[config.mk]
export PLATFORM = sky130hd
export DESIGN_NAME = me_frame_requester_flat
export DESIGN_NICKNAME = d
export VERILOG_FILES = /design/src/rtl/me_frame_requester_pkg.sv /design/src/rtl/me_frame_requester_if.sv /design/src/rtl/me_mb_scan_counter.sv /design/src/rtl/me_frame_requester.sv /design/src/flat_wrapper.sv
export SDC_FILE = /design/constraint.sdc
export NUM_CORES = 1
export LEC_CHECK = 0
export CORE_MARGIN = 2
export CORE_UTILIZATION = 42
export CTS_CLUSTER_DIAMETER = 150
export CTS_CLUSTER_SIZE = 25
export DETAILED_ROUTE_END_ITERATION = 12
export PLACE_DENSITY_LB_ADDON = 0.08
export SYNTH_ARGS = -nofsm -noshare
export SYNTH_HDL_FRONTEND = slang
export SYNTH_SLANG_ARGS = --single-unit
[constraint.sdc]
create_clock -name clk -period 2.5 [get_ports clk]
set_clock_uncertainty 0.2 [all_clocks]
set_input_delay 0.5 -clock clk [delete_from_list [all_inputs] [get_ports clk]]
set_output_delay 0.5 -clock clk [all_outputs]
set_load 0.02 [all_outputs]
[src/rtl/me_frame_requester_pkg.sv]
`default_nettype none
// +----------------------------------------------------------------------------+
// | me_pkg : shared defaults, FSM state type and SAD sentinel for the ME        |
// |          frame requester.                          Revision: 1.0            |
// +----------------------------------------------------------------------------+
package me_pkg;

  localparam int DEF_SAD_WIDTH      = 16;
  localparam int DEF_MVEC_WIDTH     = 12;
  localparam int DEF_MB_X_W         = 6;
  localparam int DEF_MB_Y_W         = 6;
  localparam int DEF_TIMEOUT_CYCLES = 8192;

  // Reported in place of a real SAD when the ME core never acknowledged.
  localparam logic [DEF_SAD_WIDTH-1:0] SAD_MAX = '1;

  typedef enum logic [2:0] {
    ST_IDLE    = 3'd0,
    ST_ISSUE   = 3'd1,
    ST_RELEASE = 3'd2,
    ST_ADVANCE = 3'd3,
    ST_FIN     = 3'd4
  } me_state_e;

endpackage
`default_nettype wire

[src/rtl/me_frame_requester_if.sv]
`default_nettype none
// +----------------------------------------------------------------------------+
// | me_frame_requester_if : ME core req/ack handshake plus result stream.      |
// |                                                    Revision: 1.0            |
// +----------------------------------------------------------------------------+
interface me_frame_requester_if
  import me_pkg::*;
#(
  parameter int SAD_WIDTH  = DEF_SAD_WIDTH,
  parameter int MVEC_WIDTH = DEF_MVEC_WIDTH,
  parameter int MB_X_W     = DEF_MB_X_W,
  parameter int MB_Y_W     = DEF_MB_Y_W
) ();

  logic                  me_req;
  logic                  me_ack;
  logic [SAD_WIDTH-1:0]  me_min_sad;
  logic [MVEC_WIDTH-1:0] me_min_mvec;

  logic                  res_valid;
  logic                  res_ready;
  logic [MB_X_W-1:0]     res_mb_x;
  logic [MB_Y_W-1:0]     res_mb_y;
  logic [SAD_WIDTH-1:0]  res_sad;
  logic [MVEC_WIDTH-1:0] res_mvec;

  modport master (
    output me_req,
    input  me_ack, me_min_sad, me_min_mvec,
    output res_valid, res_mb_x, res_mb_y, res_sad, res_mvec,
    input  res_ready
  );

  modport slave (
    input  me_req,
    output me_ack, me_min_sad, me_min_mvec,
    input  res_valid, res_mb_x, res_mb_y, res_sad, res_mvec,
    output res_ready
  );

endinterface
`default_nettype wire

[src/rtl/me_mb_scan_counter.sv]
`default_nettype none
// +----------------------------------------------------------------------------+
// | me_mb_scan_counter : raster-order macroblock x/y counter.                   |
// |                                                    Revision: 1.0            |
// +----------------------------------------------------------------------------+
module me_mb_scan_counter
  import me_pkg::*;
#(
  parameter int MB_X_W = DEF_MB_X_W,
  parameter int MB_Y_W = DEF_MB_Y_W
) (
  input  logic              clk,
  input  logic              rst,
  input  logic              clear,
  input  logic              step,
  input  logic [MB_X_W-1:0] width,
  input  logic [MB_Y_W-1:0] height,
  output logic [MB_X_W-1:0] mb_x,
  output logic [MB_Y_W-1:0] mb_y,
  output logic              last
);

  logic [MB_X_W-1:0] mb_x_q, mb_x_d;
  logic [MB_Y_W-1:0] mb_y_q, mb_y_d;
  logic              row_end;

  assign row_end = (mb_x_q == width - MB_X_W'(1));
  assign last    = row_end && (mb_y_q == height - MB_Y_W'(1));

  always_comb begin
    mb_x_d = mb_x_q;
    mb_y_d = mb_y_q;
    if (clear) begin
      mb_x_d = '0;
      mb_y_d = '0;
    end else if (step) begin
      if (row_end) begin
        mb_x_d = '0;
        mb_y_d = mb_y_q + MB_Y_W'(1);
      end else begin
        mb_x_d = mb_x_q + MB_X_W'(1);
      end
    end
  end

  always_ff @(posedge clk or posedge rst) begin
    if (rst) begin
      mb_x_q <= '0;
      mb_y_q <= '0;
    end else begin
      mb_x_q <= mb_x_d;
      mb_y_q <= mb_y_d;
    end
  end

  assign mb_x = mb_x_q;
  assign mb_y = mb_y_q;

endmodule
`default_nettype wire

[src/rtl/me_frame_requester.sv]
`default_nettype none
// +----------------------------------------------------------------------------+
// | me_frame_requester : walks a frame MB by MB, issuing 4-phase ME requests    |
// |   and streaming results. ME_TIMEOUT_EN adds an ack watchdog. Revision: 1.0  |
// +----------------------------------------------------------------------------+
module me_frame_requester
  import me_pkg::*;
#(
  parameter int SAD_WIDTH      = DEF_SAD_WIDTH,
  parameter int MVEC_WIDTH     = DEF_MVEC_WIDTH,
  parameter int MB_X_W         = DEF_MB_X_W,
  parameter int MB_Y_W         = DEF_MB_Y_W
`ifdef ME_TIMEOUT_EN
  ,
  parameter int TIMEOUT_CYCLES = DEF_TIMEOUT_CYCLES
`endif
) (
  input  logic                clk,
  input  logic                rst,
  input  logic                start,
  input  logic [MB_X_W-1:0]   frame_mb_w,
  input  logic [MB_Y_W-1:0]   frame_mb_h,
  output logic                busy,
  output logic                done,
  output logic [MB_X_W-1:0]   mb_x,
  output logic [MB_Y_W-1:0]   mb_y,
  output logic                timeout_err,
  me_frame_requester_if.master bus
);

  me_state_e             state_q, state_d;
  logic [MB_X_W-1:0]     w_q, w_d;
  logic [MB_Y_W-1:0]     h_q, h_d;
  logic                  me_req_q, me_req_d;
  logic                  res_valid_q, res_valid_d;
  logic [MB_X_W-1:0]     res_mb_x_q, res_mb_x_d;
  logic [MB_Y_W-1:0]     res_mb_y_q, res_mb_y_d;
  logic [SAD_WIDTH-1:0]  res_sad_q, res_sad_d;
  logic [MVEC_WIDTH-1:0] res_mvec_q, res_mvec_d;
  logic                  busy_q, busy_d;
  logic                  done_q, done_d;
  logic                  scan_clear, scan_step, scan_last;
`ifdef ME_TIMEOUT_EN
  localparam int TO_W = (TIMEOUT_CYCLES > 2) ? $clog2(TIMEOUT_CYCLES) : 1;
  logic [TO_W-1:0]       to_cnt_q, to_cnt_d;
  logic                  timeout_err_q, timeout_err_d;
`endif

  me_mb_scan_counter #(
    .MB_X_W (MB_X_W),
    .MB_Y_W (MB_Y_W)
  ) u_scan (
    .clk    (clk),
    .rst    (rst),
    .clear  (scan_clear),
    .step   (scan_step),
    .width  (w_q),
    .height (h_q),
    .mb_x   (mb_x),
    .mb_y   (mb_y),
    .last   (scan_last)
  );

  always_comb begin
    state_d     = state_q;
    w_d         = w_q;
    h_d         = h_q;
    me_req_d    = me_req_q;
    res_valid_d = res_valid_q & ~bus.res_ready;
    res_mb_x_d  = res_mb_x_q;
    res_mb_y_d  = res_mb_y_q;
    res_sad_d   = res_sad_q;
    res_mvec_d  = res_mvec_q;
    done_d      = 1'b0;
    scan_clear  = 1'b0;
    scan_step   = 1'b0;
`ifdef ME_TIMEOUT_EN
    to_cnt_d      = '0;
    timeout_err_d = timeout_err_q;
`endif
    unique case (state_q)
      ST_IDLE: begin
        if (start) begin
          w_d        = frame_mb_w;
          h_d        = frame_mb_h;
          scan_clear = 1'b1;
`ifdef ME_TIMEOUT_EN
          timeout_err_d = 1'b0;
`endif
          if (frame_mb_w == '0 || frame_mb_h == '0) begin
            state_d = ST_FIN;
          end else begin
            state_d  = ST_ISSUE;
            me_req_d = 1'b1;
          end
        end
      end
      ST_ISSUE: begin
        if (bus.me_ack) begin
          me_req_d    = 1'b0;
          res_valid_d = 1'b1;
          res_mb_x_d  = mb_x;
          res_mb_y_d  = mb_y;
          res_sad_d   = bus.me_min_sad;
          res_mvec_d  = bus.me_min_mvec;
          state_d     = ST_RELEASE;
        end
`ifdef ME_TIMEOUT_EN
        else if (to_cnt_q == TO_W'(TIMEOUT_CYCLES - 1)) begin
          // Unanswered request: report a worst-case SAD so the frame still completes.
          me_req_d      = 1'b0;
          timeout_err_d = 1'b1;
          res_valid_d   = 1'b1;
          res_mb_x_d    = mb_x;
          res_mb_y_d    = mb_y;
          res_sad_d     = {SAD_WIDTH{1'b1}};
          res_mvec_d    = '0;
          state_d       = ST_RELEASE;
        end else begin
          to_cnt_d = to_cnt_q + TO_W'(1);
        end
`endif
      end
      ST_RELEASE: begin
        // The single result slot must be free before the next request goes out.
        if (!bus.me_ack && (!res_valid_q || bus.res_ready)) begin
          state_d = ST_ADVANCE;
        end
      end
      ST_ADVANCE: begin
        if (scan_last) begin
          state_d = ST_FIN;
        end else begin
          scan_step = 1'b1;
          me_req_d  = 1'b1;
          state_d   = ST_ISSUE;
        end
      end
      ST_FIN: begin
        done_d  = 1'b1;
        state_d = ST_IDLE;
      end
      default: state_d = ST_IDLE;
    endcase
    busy_d = (state_d != ST_IDLE);
  end

  always_ff @(posedge clk or posedge rst) begin
    if (rst) begin
      state_q     <= ST_IDLE;
      w_q         <= '0;
      h_q         <= '0;
      me_req_q    <= 1'b0;
      res_valid_q <= 1'b0;
      res_mb_x_q  <= '0;
      res_mb_y_q  <= '0;
      res_sad_q   <= '0;
      res_mvec_q  <= '0;
      busy_q      <= 1'b0;
      done_q      <= 1'b0;
`ifdef ME_TIMEOUT_EN
      to_cnt_q      <= '0;
      timeout_err_q <= 1'b0;
`endif
    end else begin
      state_q     <= state_d;
      w_q         <= w_d;
      h_q         <= h_d;
      me_req_q    <= me_req_d;
      res_valid_q <= res_valid_d;
      res_mb_x_q  <= res_mb_x_d;
      res_mb_y_q  <= res_mb_y_d;
      res_sad_q   <= res_sad_d;
      res_mvec_q  <= res_mvec_d;
      busy_q      <= busy_d;
      done_q      <= done_d;
`ifdef ME_TIMEOUT_EN
      to_cnt_q      <= to_cnt_d;
      timeout_err_q <= timeout_err_d;
`endif
    end
  end

  assign busy          = busy_q;
  assign done          = done_q;
  assign bus.me_req    = me_req_q;
  assign bus.res_valid = res_valid_q;
  assign bus.res_mb_x  = res_mb_x_q;
  assign bus.res_mb_y  = res_mb_y_q;
  assign bus.res_sad   = res_sad_q;
  assign bus.res_mvec  = res_mvec_q;
`ifdef ME_TIMEOUT_EN
  assign timeout_err   = timeout_err_q;
`else
  assign timeout_err   = 1'b0;
`endif

endmodule
`default_nettype wire

[src/flat_wrapper.sv]
// flat-port wrapper written by rule: the top's interface ports become plain ports
module me_frame_requester_flat import me_pkg::*;
#(
  parameter int SAD_WIDTH      = DEF_SAD_WIDTH,
  parameter int MVEC_WIDTH     = DEF_MVEC_WIDTH,
  parameter int MB_X_W         = DEF_MB_X_W,
  parameter int MB_Y_W         = DEF_MB_Y_W

)
  (clk, rst, start, frame_mb_w, frame_mb_h, busy, done, mb_x, mb_y, timeout_err, bus_me_req, bus_me_ack, bus_me_min_sad, bus_me_min_mvec, bus_res_valid, bus_res_mb_x, bus_res_mb_y, bus_res_sad, bus_res_mvec, bus_res_ready);
  me_frame_requester_if #(.SAD_WIDTH(SAD_WIDTH), .MVEC_WIDTH(MVEC_WIDTH), .MB_X_W(MB_X_W), .MB_Y_W(MB_Y_W)) bus_i ();
  input  logic clk;
  input  logic rst;
  input  logic start;
  input  logic [MB_X_W-1:0] frame_mb_w;
  input  logic [MB_Y_W-1:0] frame_mb_h;
  output logic busy;
  output logic done;
  output logic [MB_X_W-1:0] mb_x;
  output logic [MB_Y_W-1:0] mb_y;
  output logic timeout_err;
  output wire logic [$bits(bus_i.me_req)-1:0] bus_me_req;
  input wire logic [$bits(bus_i.me_ack)-1:0] bus_me_ack;
  input wire logic [$bits(bus_i.me_min_sad)-1:0] bus_me_min_sad;
  input wire logic [$bits(bus_i.me_min_mvec)-1:0] bus_me_min_mvec;
  output wire logic [$bits(bus_i.res_valid)-1:0] bus_res_valid;
  output wire logic [$bits(bus_i.res_mb_x)-1:0] bus_res_mb_x;
  output wire logic [$bits(bus_i.res_mb_y)-1:0] bus_res_mb_y;
  output wire logic [$bits(bus_i.res_sad)-1:0] bus_res_sad;
  output wire logic [$bits(bus_i.res_mvec)-1:0] bus_res_mvec;
  input wire logic [$bits(bus_i.res_ready)-1:0] bus_res_ready;
  assign bus_me_req = bus_i.me_req;
  assign bus_i.me_ack = bus_me_ack;
  assign bus_i.me_min_sad = bus_me_min_sad;
  assign bus_i.me_min_mvec = bus_me_min_mvec;
  assign bus_res_valid = bus_i.res_valid;
  assign bus_res_mb_x = bus_i.res_mb_x;
  assign bus_res_mb_y = bus_i.res_mb_y;
  assign bus_res_sad = bus_i.res_sad;
  assign bus_res_mvec = bus_i.res_mvec;
  assign bus_i.res_ready = bus_res_ready;
  me_frame_requester #(.SAD_WIDTH(SAD_WIDTH), .MVEC_WIDTH(MVEC_WIDTH), .MB_X_W(MB_X_W), .MB_Y_W(MB_Y_W)) u_core (.clk(clk), .rst(rst), .start(start), .frame_mb_w(frame_mb_w), .frame_mb_h(frame_mb_h), .busy(busy), .done(done), .mb_x(mb_x), .mb_y(mb_y), .timeout_err(timeout_err), .bus(bus_i));
endmodule
==> results.sh <==
export IMPL_status="completed"
export IMPL_synthArstFlopShare=1.00
export IMPL_post_synth_top_count_cell="dfrtp_1"
export IMPL_leakage_nw=2.05
export IMPL_detail_route_vias_per_cell=5.09
export IMPL_final_area_mm2=0.00481
export IMPL_grt_busiest_layer="met2"
export IMPL_gp_congestion=0.815
export IMPL_detail_route_iter0_violations=124
export IMPL_grt_use_met1=0.226
export IMPL_synth_cell_type_count=43
export IMPL_setup_worst_path_end_class="flip-flop"
export IMPL_grt_pass1_vias=2671
export IMPL_final_max_slew_violation_count=0
export IMPL_pwr_share_clk=0.143
export IMPL_dpl_cell_area_mm2=0.00454
export IMPL_worstSkewPairLatency_ns=0.33
export IMPL_grt_pass1_wl_mm=12.4
export IMPL_cts_tree="done"
export IMPL_ff_latch_area_mm2=0.00178
export IMPL_yosysWarnings=0
export IMPL_rows=32
export IMPL_drtPass1Iterations=5
export IMPL_antenna_violating_nets_post_route=0
export IMPL_r2r_start="u_core.w_q[0]"
export IMPL_arrival_ns=2.52
export IMPL_finalHoldViolCount=0
export IMPL_yosysTopAreaCell="dfrtp_1"
export IMPL_n_antenna_cell=0
export IMPL_area_growth_pct=46.7
export IMPL_clk_pin_slew_ns=0.07
export IMPL_power_internal_w=0.00332
export IMPL_multi_input_area_mm2=0.00149
export IMPL_routedWlPerCell_um=14.8
export IMPL_grt_use_met2=0.312
export IMPL_final_util=0.629
export IMPL_synthFlopType="dfrtp_1"
export IMPL_clock_path_buffers=2
export IMPL_start_kind="flip-flop"
export IMPL_grt_max_degree=34
export IMPL_wirelength_mm=7.55
export IMPL_n_fill_cell=612
export IMPL_required_ns=2.56
export IMPL_pre_cts_ws_ns=-0.0635
export IMPL_reg2reg_depth=9
export IMPL_drc=0
export IMPL_met3_usage=0.0301
export IMPL_avgSynthCellArea_um2=11.2
export IMPL_layout_nets=457
export IMPL_fmax_mhz=407
export IMPL_cap_violations=0
export IMPL_r2r_end="u_core.u_scan.mb_y[2]"
export IMPL_htree_levels=3
export IMPL_syn_cell_area_mm2=0.00328
export IMPL_switchingPower_w=0.00195
export IMPL_drive_above_1_share=0.239
export IMPL_dp_hpwl_mm=5.49
export IMPL_swShare=0.370
export IMPL_ir_drop_uv=569
export IMPL_grt_use_total=0.183
export IMPL_r2r_slack_ns=0.04
export IMPL_cts_made_buffers=9
export IMPL_synth_edff_count=0
export IMPL_synth_top_area_share=0.541
export IMPL_synth_area_leaders="dfrtp_1 54%, mux2_2 14%, nand2_1 3.8%, a21oi_1 2.1%, xnor2_1 2.1%"
export IMPL_post_route_min_period_ns=2.46
export IMPL_io_buffers=100
export IMPL_p_per_area_mw_per_mm2=1100
export IMPL_comb_power_share=0.506
export IMPL_die_area_mm2=0.00854
export IMPL_die_y_um=92.4
export IMPL_power_share_sequential=0.351
export IMPL_core_area_mm2=0.00765
export IMPL_layout_cells_non_filler=512
export IMPL_cts_sinks=71
export IMPL_crit_type="reg2reg"
export IMPL_die_w_um=92.4
export IMPL_crit_fanout=8
export IMPL_final_period_utilization=0.984
export IMPL_fin_ws_ns=0.0409
export IMPL_num_vias=2605
export IMPL_synth_cells=293
export IMPL_grt_ovfl_total=0
export IMPL_ys_seq_area_frac=0.541
export IMPL_rsz0062_at_grt="yes"
export IMPL_finalSetupViolCount=0
export IMPL_synth_seq_cells=71
export IMPL_io_pins=102
export IMPL_grt_antenna_before_repair=0
export IMPL_synth_commonest_cells="71 x dfrtp_1, 40 x mux2_2, 33 x nand2_1"
export IMPL_hp_class="in2async"
export IMPL_cts_root_buf="clkbuf_8"
export IMPL_synth_nets=342
export IMPL_start_util=0.429
export IMPL_finalSetupTns_ns=0
export IMPL_dpl_cell_count=497
-- registers in the layout, summed over array words and instances (netlist names) --
signal                count
u_core.h_q                6
u_core.bus.res_mvec      12
u_core.bus.res_valid      1
u_core.w_q                6
u_core.done               1
u_core.state_q            3
u_core.busy               1
u_core.bus.me_req         1
u_core.bus.res_mb_y       6
u_core.u_scan.mb_y        6
u_core.u_scan.mb_x        6
u_core.bus.res_mb_x       6
u_core.bus.res_sad       16
-- cell type report --
cell class	instances	area share
Clock buffer	11	0.0294
Clock inverter	2	0.00208
Inverter	8	0.00676
Multi-Input combinational cell	196	0.310
Sequential cell	71	0.369
Tap cell	102	0.0265
Timing Repair Buffer	122	0.256
-- through the flow --
step                total power [W]  hold slack [ns]
CTS                         0.00523            0.302
global route                0.00562            0.323
finish                      0.00527            0.301
detailed placement          0.00444            0.295
global placement            0.00438            0.288
floorplan                   0.00335            0.266
-- power groups by stage --
stage	Combinational (W)	Sequential [W]	Clock [W]
2_1_floorplan	0.00114	0.00221	0
3_3_place_gp	0.00254	0.00185	0
3_5_place_dp	0.00258	0.00187	0
4_1_cts	0.00260	0.00184	0.000784
5_1_grt	0.00290	0.00191	0.000816
6_report	0.00267	0.00185	0.000752
-- logic make-up after synthesis --
logic type,after synthesis,share of synthesized area
AO/OA/AOI/OAI,44,0.0824
buffers and inverters,26,0.0316
adder cells (fa/ha/maj),4,0.0153
XOR/XNOR,14,0.0374
multiplexers,43,0.146
other,1,0.00114
AND/OR/NAND/NOR,90,0.144
flip-flops,71,0.541
-- worst max-delay path by stage --
stage / start / endpoint / slack (ns) / cells past startpoint
2_1_floorplan: rst / u_core.bus.me_req / 0.003 / 1
3_3_place_gp: u_core.w_q[1] / u_core.u_scan.mb_y[4] / -0.02 / 6
3_5_place_dp: u_core.w_q[1] / u_core.u_scan.mb_y[4] / -0.06 / 6
4_1_cts: u_core.w_q[1] / u_core.u_scan.mb_y[4] / 0.02 / 6
5_1_grt: u_core.w_q[0] / u_core.u_scan.mb_y[2] / -0.09 / 9
6_report: u_core.w_q[0] / u_core.u_scan.mb_y[2] / 0.04 / 9
-- layer usage --
metal,share of wire,vias up
li1,-,1255
met1,0.45,1271
met2,0.49,70
met3,0.045,9
met4,0.018,0
met5,0,-
-- timing repair --
item,4_1_cts,5_1_grt
resized for setup,1,26
pin swaps,1,16
setup buffers,2,0
hold buffers,0,0
setup endpoints to repair,4,13
-- cells in the final DEF (no fill, tap or decap), types with 5 or more instances in the layout --
cell type / synthesis / final
a21oi_1: 14 / 10
buf_4: 1 / 14
clkbuf_8: 0 / 10
clkdlybuf4s50_1: 0 / 100
dfrtp_1: 71 / 71
inv_1: 8 / 6
mux2_2: 40 / 40
nand2_1: 33 / 32
nand3_1: 5 / 5
nand4_1: 5 / 5
nor2_1: 8 / 8
o21ai_0: 9 / 7
xnor2_1: 8 / 8
xor2_1: 6 / 6
-- critical path, cell delays in order (launching register included) --
cell and delay (ns):
dfrtp_1 0.37, buf_6 0.12, inv_4 0.03, ha_4 0.24
xor2_1 0.13, o211ai_1 0.11, nor4_2 0.32, nand2_2 0.18
or4_4 0.55, a21oi_2 0.13
Power figures use the tool's default switching activity.
